<file path="src/rtl/cpu_pkg.sv">
// Shared CPU front-end types and constants for the instruction prefetch queue.
package cpu_pkg;
    localparam int XLEN = 32;
    localparam logic [XLEN-1:0] NOP_INSTR = 32'h0000_0013;

    typedef struct packed {
        logic [XLEN-1:0] instr;
        logic [XLEN-1:0] pc;
    } ifq_entry_t;
endpackage

</file>
<file path="src/rtl/ifq_fifo.sv">
// In-order synchronous FIFO of fetched {instr, pc} entries with a flush-style clear.
module ifq_fifo
    import cpu_pkg::*;
#(
    parameter int DEPTH = 4
) (
    input  logic                   clk,
    input  logic                   rst,
    input  logic                   push,
    input  logic                   pop,
    input  logic                   clear,
    input  ifq_entry_t             din,
    output ifq_entry_t             head,
    output logic [$clog2(DEPTH):0] occupancy,
    output logic                   empty
);
    localparam int AW = $clog2(DEPTH);

    logic [AW-1:0] wr_ptr, rd_ptr;
    logic          full;
    ifq_entry_t    mem [DEPTH];

    assign full  = (occupancy == (AW+1)'(DEPTH));
    assign empty = (occupancy == '0);
    assign head  = mem[rd_ptr];

    always_ff @(posedge clk or negedge rst) begin
        if (!rst) begin
            wr_ptr    <= '0;
            rd_ptr    <= '0;
            occupancy <= '0;
        end else if (clear) begin
            wr_ptr    <= '0;
            rd_ptr    <= '0;
            occupancy <= '0;
        end else begin
            if (push) wr_ptr <= wr_ptr + AW'(1);
            if (pop)  rd_ptr <= rd_ptr + AW'(1);
            occupancy <= occupancy + (AW+1)'(push) - (AW+1)'(pop);
        end
    end

    // Data storage needs no reset; validity is tracked by occupancy alone.
    always_ff @(posedge clk) begin
        if (push && !clear) mem[wr_ptr] <= din;
    end

    // The issue gate reserves a slot per outstanding request, so this never fires.
    a_no_overflow: assert property (@(posedge clk) disable iff (!rst)
        !(push && !pop && !clear && full));
endmodule

</file>
<file path="src/rtl/instr_prefetch_queue.sv">
// Sequential instruction prefetcher with redirect/discard and an in-order response queue.
// Optional perf counters enabled by defining PREFETCH_PERF_EN.
module instr_prefetch_queue
    import cpu_pkg::*;
#(
    parameter int              DEPTH           = 4,
    parameter int              MAX_OUTSTANDING = 2,
    parameter logic [XLEN-1:0] RESET_PC        = 32'h0000_0000
) (
    input  logic            clk,
    input  logic            rst,
    output logic            imem_req,
    output logic [XLEN-1:0] imem_addr,
    input  logic            imem_gnt,
    input  logic            imem_rvalid,
    input  logic [XLEN-1:0] imem_rdata,
    input  logic            branch_taken,
    input  logic [XLEN-1:0] branch_target,
    input  logic            stall,
    output logic            instr_valid,
    output logic [XLEN-1:0] instruction,
    output logic [XLEN-1:0] pc,
    output logic [XLEN-1:0] next_pc
`ifdef PREFETCH_PERF_EN
   ,output logic [31:0]     perf_fetch_cnt,
    output logic [31:0]     perf_discard_cnt
`endif
);
    localparam int OW  = $clog2(MAX_OUTSTANDING + 1);
    localparam int OCW = $clog2(DEPTH) + 1;

    logic [OW-1:0]   outstanding, discard;
    logic [XLEN-1:0] fetch_addr, rsp_pc, target_aligned;
    logic [OCW-1:0]  occupancy;
    logic            empty, grant, push, pop, drop;
    ifq_entry_t      head;

    assign target_aligned = branch_target & ~32'h3;

    // Gating with rst keeps the request low while held in reset yet lets the
    // first fetch go out in the very first cycle after release.
    always_comb begin
        imem_req = rst && !branch_taken
                && (int'(outstanding) < MAX_OUTSTANDING)
                && (int'(occupancy) + int'(outstanding) < DEPTH);
        grant    = imem_req && imem_gnt;
        drop     = imem_rvalid && (discard != '0);
        push     = imem_rvalid && (discard == '0) && !branch_taken;
        pop      = instr_valid && !stall && !branch_taken;
    end

    always_ff @(posedge clk or negedge rst) begin
        if (!rst) begin
            fetch_addr  <= RESET_PC;
            rsp_pc      <= RESET_PC;
            outstanding <= '0;
            discard     <= '0;
        end else begin
            outstanding <= outstanding + OW'(grant) - OW'(imem_rvalid);
            if (branch_taken) begin
                // Every request still in flight belongs to the old stream.
                fetch_addr <= target_aligned;
                rsp_pc     <= target_aligned;
                discard    <= outstanding - OW'(imem_rvalid);
            end else begin
                if (grant) fetch_addr <= fetch_addr + 32'd4;
                if (push)  rsp_pc     <= rsp_pc + 32'd4;
                if (drop)  discard    <= discard - OW'(1);
            end
        end
    end

    ifq_fifo #(.DEPTH(DEPTH)) u_fifo (
        .clk       (clk),
        .rst       (rst),
        .push      (push),
        .pop       (pop),
        .clear     (branch_taken),
        .din       ('{instr: imem_rdata, pc: rsp_pc}),
        .head      (head),
        .occupancy (occupancy),
        .empty     (empty)
    );

    assign imem_addr   = fetch_addr;
    assign instr_valid = !empty;
    assign instruction = instr_valid ? head.instr : NOP_INSTR;
    assign pc          = instr_valid ? head.pc : rsp_pc;
    assign next_pc     = pc + 32'd4;

    a_rsp_expected: assert property (@(posedge clk) disable iff (!rst)
        imem_rvalid |-> (outstanding != '0));

`ifdef PREFETCH_PERF_EN
    // A response lost to a flush in its arrival cycle counts as dropped too.
    always_ff @(posedge clk or negedge rst) begin
        if (!rst) begin
            perf_fetch_cnt   <= '0;
            perf_discard_cnt <= '0;
        end else begin
            if (grant && perf_fetch_cnt != '1)
                perf_fetch_cnt <= perf_fetch_cnt + 32'd1;
            if (imem_rvalid && !push && perf_discard_cnt != '1)
                perf_discard_cnt <= perf_discard_cnt + 32'd1;
        end
    end
`endif
endmodule

</file>
<file path="config.mk">
export PLATFORM = sky130hd
export DESIGN_NAME = instr_prefetch_queue
export DESIGN_NICKNAME = d
export VERILOG_FILES = /design/src/rtl/cpu_pkg.sv /design/src/rtl/ifq_fifo.sv /design/src/rtl/instr_prefetch_queue.sv
export SDC_FILE = /design/constraint.sdc
export NUM_CORES = 1
export LEC_CHECK = 0
export ABC_AREA = 0
export BUFFER_PORTS_ARGS = -buffer_cell sky130_fd_sc_hd__buf_2
export CORE_MARGIN = 4
export CORE_UTILIZATION = 35
export CTS_BUF_LIST = sky130_fd_sc_hd__clkbuf_4
export CTS_CLUSTER_SIZE = 14
export DETAILED_ROUTE_END_ITERATION = 12
export SETUP_SLACK_MARGIN = 0.1
export SYNTH_ARGS = -nofsm -noshare
export SYNTH_HDL_FRONTEND = slang
export SYNTH_SLANG_ARGS = --single-unit
</file>
<file path="constraint.sdc">
create_clock -name clk -period 4.1 [get_ports clk]
set_clock_uncertainty 0.15 [all_clocks]
set_input_delay 0.82 -clock clk [delete_from_list [all_inputs] [get_ports clk]]
set_output_delay 0.82 -clock clk [all_outputs]
set_load 0.02 [all_outputs]
</file>
==> flow_summary.yaml, run 1 <==
final_layout:
  utilization_pct: 44.7
  stdcell_area_um2: 18200
  stdcell_count: 1915
  num-nets-final: 1407
  drive_gt1_share_pct: 39.7
  syn2layout_area_growth_pct: 26.4
global_route:
  grt_pass1_vias: 10300
  grt_max_degree: 64
  grt_pass1_wl_um: 58800
  antenna_found_initial: 1
  overflow: 0
  grt_use_total_pct: 17.2
synth:
  ys_ff_latch: 319
  ys_warn_count: 0
  ys_types: 61
  synth.top_cell.area_share_pct: 51.7
  synth.largest_area_cell: "edfxtp_1"
  ys_seq_area_share_pct: 64.1
  postSynthCellCount: 1009
  syn-cell-area_um2: 14400
  synth_ff_type: "edfxtp_1"
  synth_area_leaders: "edfxtp_1 (52%), dfrtp_1 (12%), mux4_2 (8.4%)"
  async_flop_share_pct: 22.3
  synth_edf_count: 248
  syn_avg_cell_area_um2: 14.3
worst_setup_path:
  path_class: "reg2out"
  rr_endpoint: "imem_addr[7]$_DFFE_PN0P_"
  r2r_cells: 8
  crit_start: "u_fifo.rd_ptr[0]$_DFFE_PN0P_"
  cp-end-kind: "output port"
  crit_arrival_ns: 3.35
  crit_path_start_kind: "flop"
  cp.required_ns: 3.13
  critPathCapture: "next_pc[26]"
  cpPeakStageDelay_ns: 0.52
  cp_slowest_cell: "dfrtp_4"
  cp_common_cell: "buf_4"
  rrSetupSlack_ns: 1.06
  crit_chain: "buf_4 > mux4_2 > mux2i_4 > inv_2 > ha_4 > nand4_1 > nand2_2 > nand3_4 > nor4_4 > xor2_1 > buf_4"
  timing.rr.start: "u_fifo.occupancy[1]$_DFF_PN0_"
  path_max_fanout: 5
routing:
  vias_per_cell: 5.17
  vias: 9899
  drt_iter0_markers: 667
  drt-total-wl_um: 38300
  wl_per_cell_um: 20.0
  dr.pass1.iters: 6
  drc: 0
  ant_nets: 0
clock_tree:
  cts_tree: "done"
  cts_max_level: 3
  cts.sinks: 319
  clk_path_buf_depth: 3
  clkTransAtPathRegs_ns: 0.06
  clock_latency_ns: 0.73
  cts_root_buf: "clkbuf_4"
  cts_buffers: 87
floorplanning:
  die_x_um: 211
  dieArea_um2: 44400
  ios: 200
  coreArea_um2: 40700
  die_h_um: 211
  rows: 74
  start_util_pct: 35.3
timing:
  setup_ws_ns: -0.222
  finalSetupTns_ns: -2.03
  drv_slew: 0
  setup_viol: 19
  maxSlewHeadroom_pct: 14.1
  finalCritPeriodShare_pct: 105
  fin_hold_ws_ns: 0.155
  hold_viol: 0
  rsz0062_at_grt: "yes"
  fmax_mhz: 231
  worstMarginPinSlew_ns: 1.28
  min_period_ns: 4.32
status:
  violations: "setup timing"
  status: "finished with violations"
hold_path:
  hold_class: "in2reg"
placement:
  dp_hpwl_um: 23700
  dp.cells: 1711
  place_area_um2: 16100
  portBuffers: 191
  place_congestion: 0.834
  dpl_worst_slack_ns: 0.159
power:
  ir_drop_mv: 0.401
  p_leak_nw: 6.90
  power.density_nw_per_um2: 666
  finalPower_mw: 12.1
run:
  max_cap_viol_count: 0
[how the worst min path moves through the flow]
stage	startpoint	to	slack, ns	cells past startpoint
after detailed placement	discard[1]$_DFFE_PN0P_	discard[1]$_DFFE_PN0P_	0.39	2
after CTS	imem_rdata[30]	u_fifo.mem[1][62]$_DFFE_PP_	0.05	1
final	imem_rdata[30]	u_fifo.mem[1][62]$_DFFE_PP_	0.16	1
after global placement	outstanding[0]$_DFF_PN0_	outstanding[0]$_DFF_PN0_	0.39	1
after global routing	imem_rdata[30]	u_fifo.mem[2][62]$_DFFE_PP_	0.07	1
after floorplan	rsp_pc[20]$_DFFE_PN0N_	u_fifo.mem[0][20]$_DFFE_PP_	0.32	0
[power by group]
| part | internal [mW] | switching [mW] |
|---|---|---|
| Clock | 1.52 | 1.31 |
| Sequential | 3.71 | 0.208 |
| Combinational | 2.18 | 3.18 |
[logic make-up after synthesis]
kind of cell / after synthesis / share of synthesized area [%]
AO/OA/AOI/OAI: 107 / 4.65
XOR/XNOR: 72 / 4.38
adder cells (fa/ha/maj): 15 / 1.36
buffers and inverters: 78 / 2.86
flip-flops: 319 / 64.1
multiplexers: 78 / 11.1
other: 1 / 0.0261
AND/OR/NAND/NOR: 339 / 11.6
[routing by layer]
| layer | share of wire (%) | GRT usage [%] | routed length [um] |
|---|---|---|---|
| met1 | 41 | 22.3 | 15800 |
| met2 | 49 | 27.4 | 18600 |
| met3 | 7.2 | 4.46 | 2750 |
| met4 | 3.0 | 7.36 | 1160 |
| met5 | 0 | 0 | 0 |
[layout by cell type (no fill, tap or decap), drive strengths merged, types with 2 or more instances in the layout]
cell type	Yosys	layout
mux4	62	62
a41oi	2	2
o311ai	14	14
clkbuf	22	125
mux2i	7	7
o211ai	7	7
a31oi	10	10
xnor2	37	37
nand2b	3	3
nor3b	2	2
nand3	39	39
and3	16	16
ha	14	14
bufinv	0	2
buf	32	271
and2	34	34
nand4	27	27
xor2	35	35
nand2	152	152
and4	3	3
a21oi	16	16
nor4	9	9
conb	1	6
nor2b	2	2
inv	22	24
o22ai	2	2
nand3b	3	3
edfxtp	248	248
clkinv	1	20
or4	3	3
mux2	9	9
nor2	35	35
dfrtp	71	71
bufbuf	0	2
nor3	7	7
or2	3	3
o21ai	52	52
[synthesized netlist by cell type, types with 9 or more instances]
master    instances
nand4_1          26
ha_1             14
mux2_2            9
buf_2            12
dfrtp_1          71
xor2_1           35
nor2_1           32
o21ai_0          47
inv_1            20
and3_1           14
nand2_1         152
nand3_1          37
edfxtp_1        248
a31oi_1          10
mux4_2           54
and2_1           31
a21oi_1          16
clkbuf_1         20
o311ai_0         13
xnor2_1          37
[what timing repair did]
item | CTS | global route
hold endpoints to repair | 8 | 0
pin swaps | 32 | 13
buffers inserted | 40 | 8
hold buffers | 1 | 0
gates cloned | 5 | 0
resized for setup | 118 | 13
setup endpoints to repair | 25 | 25
[worst max-delay path, delay by kind of cell (launching register included)]
kind          cells  cell delay, ns
simple gates      4            0.78
mux               2            0.45
flops             1            0.52
buf+inv           3            0.45
xor+xnor          1            0.25
fa+ha+maj         1            0.17
[layout make-up]
type / instances / area, um2
Fill cell: 3732 / 22500
Sequential cell: 319 / 9230
Tap cell: 532 / 666
Multi-Input combinational cell: 617 / 5140
Timing Repair Buffer: 274 / 1980
Antenna cell: 1 / 2.50
Clock inverter: 24 / 154
Inverter: 23 / 88.8
Clock buffer: 125 / 938
[flip-flops by register name (all words and copies together) (netlist names)]
register          cells
u_fifo.rd_ptr         2
discard               2
rsp_pc               30
u_fifo.occupancy      3
u_fifo.mem          248
imem_addr            30
outstanding           2
u_fifo.wr_ptr         2
Power figures use the tool's default switching activity.
==> run 2: changes to the inputs <==
--- a/config.mk
+++ b/config.mk
@@ -8,10 +8,11 @@
 export ABC_AREA = 0
 export BUFFER_PORTS_ARGS = -buffer_cell sky130_fd_sc_hd__buf_2
 export CORE_MARGIN = 4
-export CORE_UTILIZATION = 35
+export CORE_UTILIZATION = 60
 export CTS_BUF_LIST = sky130_fd_sc_hd__clkbuf_4
 export CTS_CLUSTER_SIZE = 14
 export DETAILED_ROUTE_END_ITERATION = 12
+export PLACE_DENSITY = 0.83
 export SETUP_SLACK_MARGIN = 0.1
 export SYNTH_ARGS = -nofsm -noshare
 export SYNTH_HDL_FRONTEND = slang
==> run 2 against run 1 <==
- the run still ends with setup timing left
- critical path depth up 1
- maximum frequency down 3.0%
- sequential power about the same
- clock power down 5%
- largest cell class unchanged
==> flow_summary.yaml, run 2 (same netlist as run 1, synthesis figures left out) <==
timing:
  hold_viol: 0
  fmax_mhz: 225
  min_period_ns: 4.45
  worstMarginPinSlew_ns: 0.930
  finalCritPeriodShare_pct: 109
  setup_ws_ns: -0.354
  rsz0062_at_grt: "yes"
  setup_viol: 21
  maxSlewHeadroom_pct: 38.0
  drv_slew: 0
clock_tree:
  cts.sinks: 319
  cts_buffers: 80
  cts_max_level: 3
  cts_tree: "done"
  clock_latency_ns: 0.68
  clkTransAtPathRegs_ns: 0.06
  clk_path_buf_depth: 3
  cts_root_buf: "clkbuf_4"
power:
  ir_drop_mv: 0.406
  p_leak_nw: 6.74
  switchingPower_mw: 4.61
  finalPower_mw: 11.7
  clockPowerShare_pct: 23.0
  power.density_nw_per_um2: 662
  power_frac_comb_pct: 43.3
  intPower_mw: 7.06
  seqPwrFrac_pct: 33.7
  sw_frac_of_total_pct: 39.5
final_layout:
  final_common_cell: "edfxtp_1"
  final_cell_mix: "edfxtp_1 (248), buf_2 (169), nand2_1 (144)"
  utilization_pct: 74.8
  multi_input_area_um2: 5140
  largest_reg_flops: 248
  top_register: "u_fifo.mem"
  syn2layout_area_growth_pct: 22.4
  nFillCells: 1422
  num-nets-final: 1382
  drive_gt1_share_pct: 37.9
  regArea_um2: 9230
global_route:
  antenna_found_initial: 1
  grt_use_total_pct: 25.9
  overflow: 0
  grt_max_degree: 71
  grt_pass1_wl_um: 53400
  grt_pass1_vias: 9821
floorplanning:
  die_x_um: 163
  die_h_um: 163
  ios: 200
  rows: 56
  dieArea_um2: 26500
  coreArea_um2: 23500
  start_util_pct: 61.1
hold_path:
  hold_class: "in2reg"
routing:
  drc: 0
  vias: 9957
  drt-total-wl_um: 36100
  drt_iter0_markers: 1145
  vias_per_cell: 5.95
  wl_per_cell_um: 21.6
  ant_nets: 0
  dr.pass1.iters: 5
placement:
  place_congestion: 0.912
  dpl_worst_slack_ns: 0.255
  portBuffers: 191
  dp_hpwl_um: 21700
worst_setup_path:
  crit_start: "u_fifo.rd_ptr[0]$_DFFE_PN0P_"
  path_max_fanout: 5
  crit_path_start_kind: "flop"
  r2r_cells: 10
  crit_arrival_ns: 3.48
  path_class: "reg2out"
  critPathCapture: "next_pc[22]"
  rrSetupSlack_ns: 1.21
  cp.required_ns: 3.13
  rr_endpoint: "imem_addr[20]$_DFFE_PN0P_"
  cp-end-kind: "output port"
  timing.rr.start: "u_fifo.occupancy[2]$_DFF_PN0_"
status:
  status: "finished with violations"
  violations: "setup timing"
run:
  max_cap_viol_count: 0
[run 2: layer usage]
metal  vias to the layer above  share of wire (%)  track usage, %
met5                         -                  0               0
met4                         0                3.7            9.95
met3                        97                9.6            5.90
met2                       631                 48            39.9
met1                      4811                 39            36.9
li1                       4418                  -               -
[run 2: worst min path at each step]
stage / slack, ns / to / cells after the start / from
finish: 0.19 / u_fifo.mem[0][47]$_DFFE_PP_ / 1 / imem_rdata[15]
detailed placement: 0.38 / imem_addr[31]$_DFFE_PN0P_ / 1 / imem_addr[31]$_DFFE_PN0P_
global route: 0.15 / u_fifo.mem[1][47]$_DFFE_PP_ / 1 / imem_rdata[15]
floorplan: 0.32 / u_fifo.mem[0][20]$_DFFE_PP_ / 0 / rsp_pc[20]$_DFFE_PN0N_
global placement: 0.38 / outstanding[0]$_DFF_PN0_ / 1 / outstanding[0]$_DFF_PN0_
CTS: 0.13 / u_fifo.mem[1][49]$_DFFE_PP_ / 1 / imem_rdata[17]
[run 2: power by group through the flow]
| stage | sequential, mW | clock (mW) | combinational, mW |
|---|---|---|---|
| 3_3_place_gp | 3.96 | 0 | 4.25 |
| 2_1_floorplan | 3.96 | 0 | 2.95 |
| 4_1_cts | 3.93 | 2.72 | 4.74 |
| 6_report | 3.93 | 2.69 | 5.05 |
| 3_5_place_dp | 3.98 | 0 | 4.33 |
| 5_1_grt | 3.95 | 2.93 | 5.36 |
[run 2: cell type report]
type / instances / area share (%)
diodes: 1 / 0.0142
clock buffers: 114 / 4.86
clock inverters: 25 / 0.980
inverters: 23 / 0.490
multi-input cells: 617 / 29.2
flip-flops and latches: 319 / 52.4
well taps: 319 / 2.27
repair buffers: 256 / 9.81
[run 2: what timing repair did]
action,CTS,global route
cloned,1,1
endpoints found under the setup margin,24,25
pin swaps,19,20
resized for setup,75,35
hold endpoints to repair,1,0
hold buffers,1,0
buffers inserted,21,15
[run 2: critical path, cell delays in order, from the launching register on]
cell and delay, ns:
dfrtp_4 0.53, buf_6 0.14, mux4_2 0.37, mux2i_4 0.09, inv_2 0.11, ha_4 0.18
nand4_1 0.20, nand2_2 0.20, buf_4 0.14, and3_4 0.27, nand4_1 0.19, xnor2_2 0.22
buf_4 0.18
[run 2: metrics by stage]
step / hold WS (ns) / cell area [um2] / instances / setup TNS (ns)
floorplan: 0.324 / 14500 / 1014 / 0
detailed placement: 0.382 / 15800 / 1499 / 0
finish: 0.193 / 17600 / 1674 / -2.87
global placement: 0.376 / 15800 / 1499 / 0
global route: 0.154 / 17600 / 1674 / -5.38
CTS: 0.135 / 17300 / 1660 / -0.902
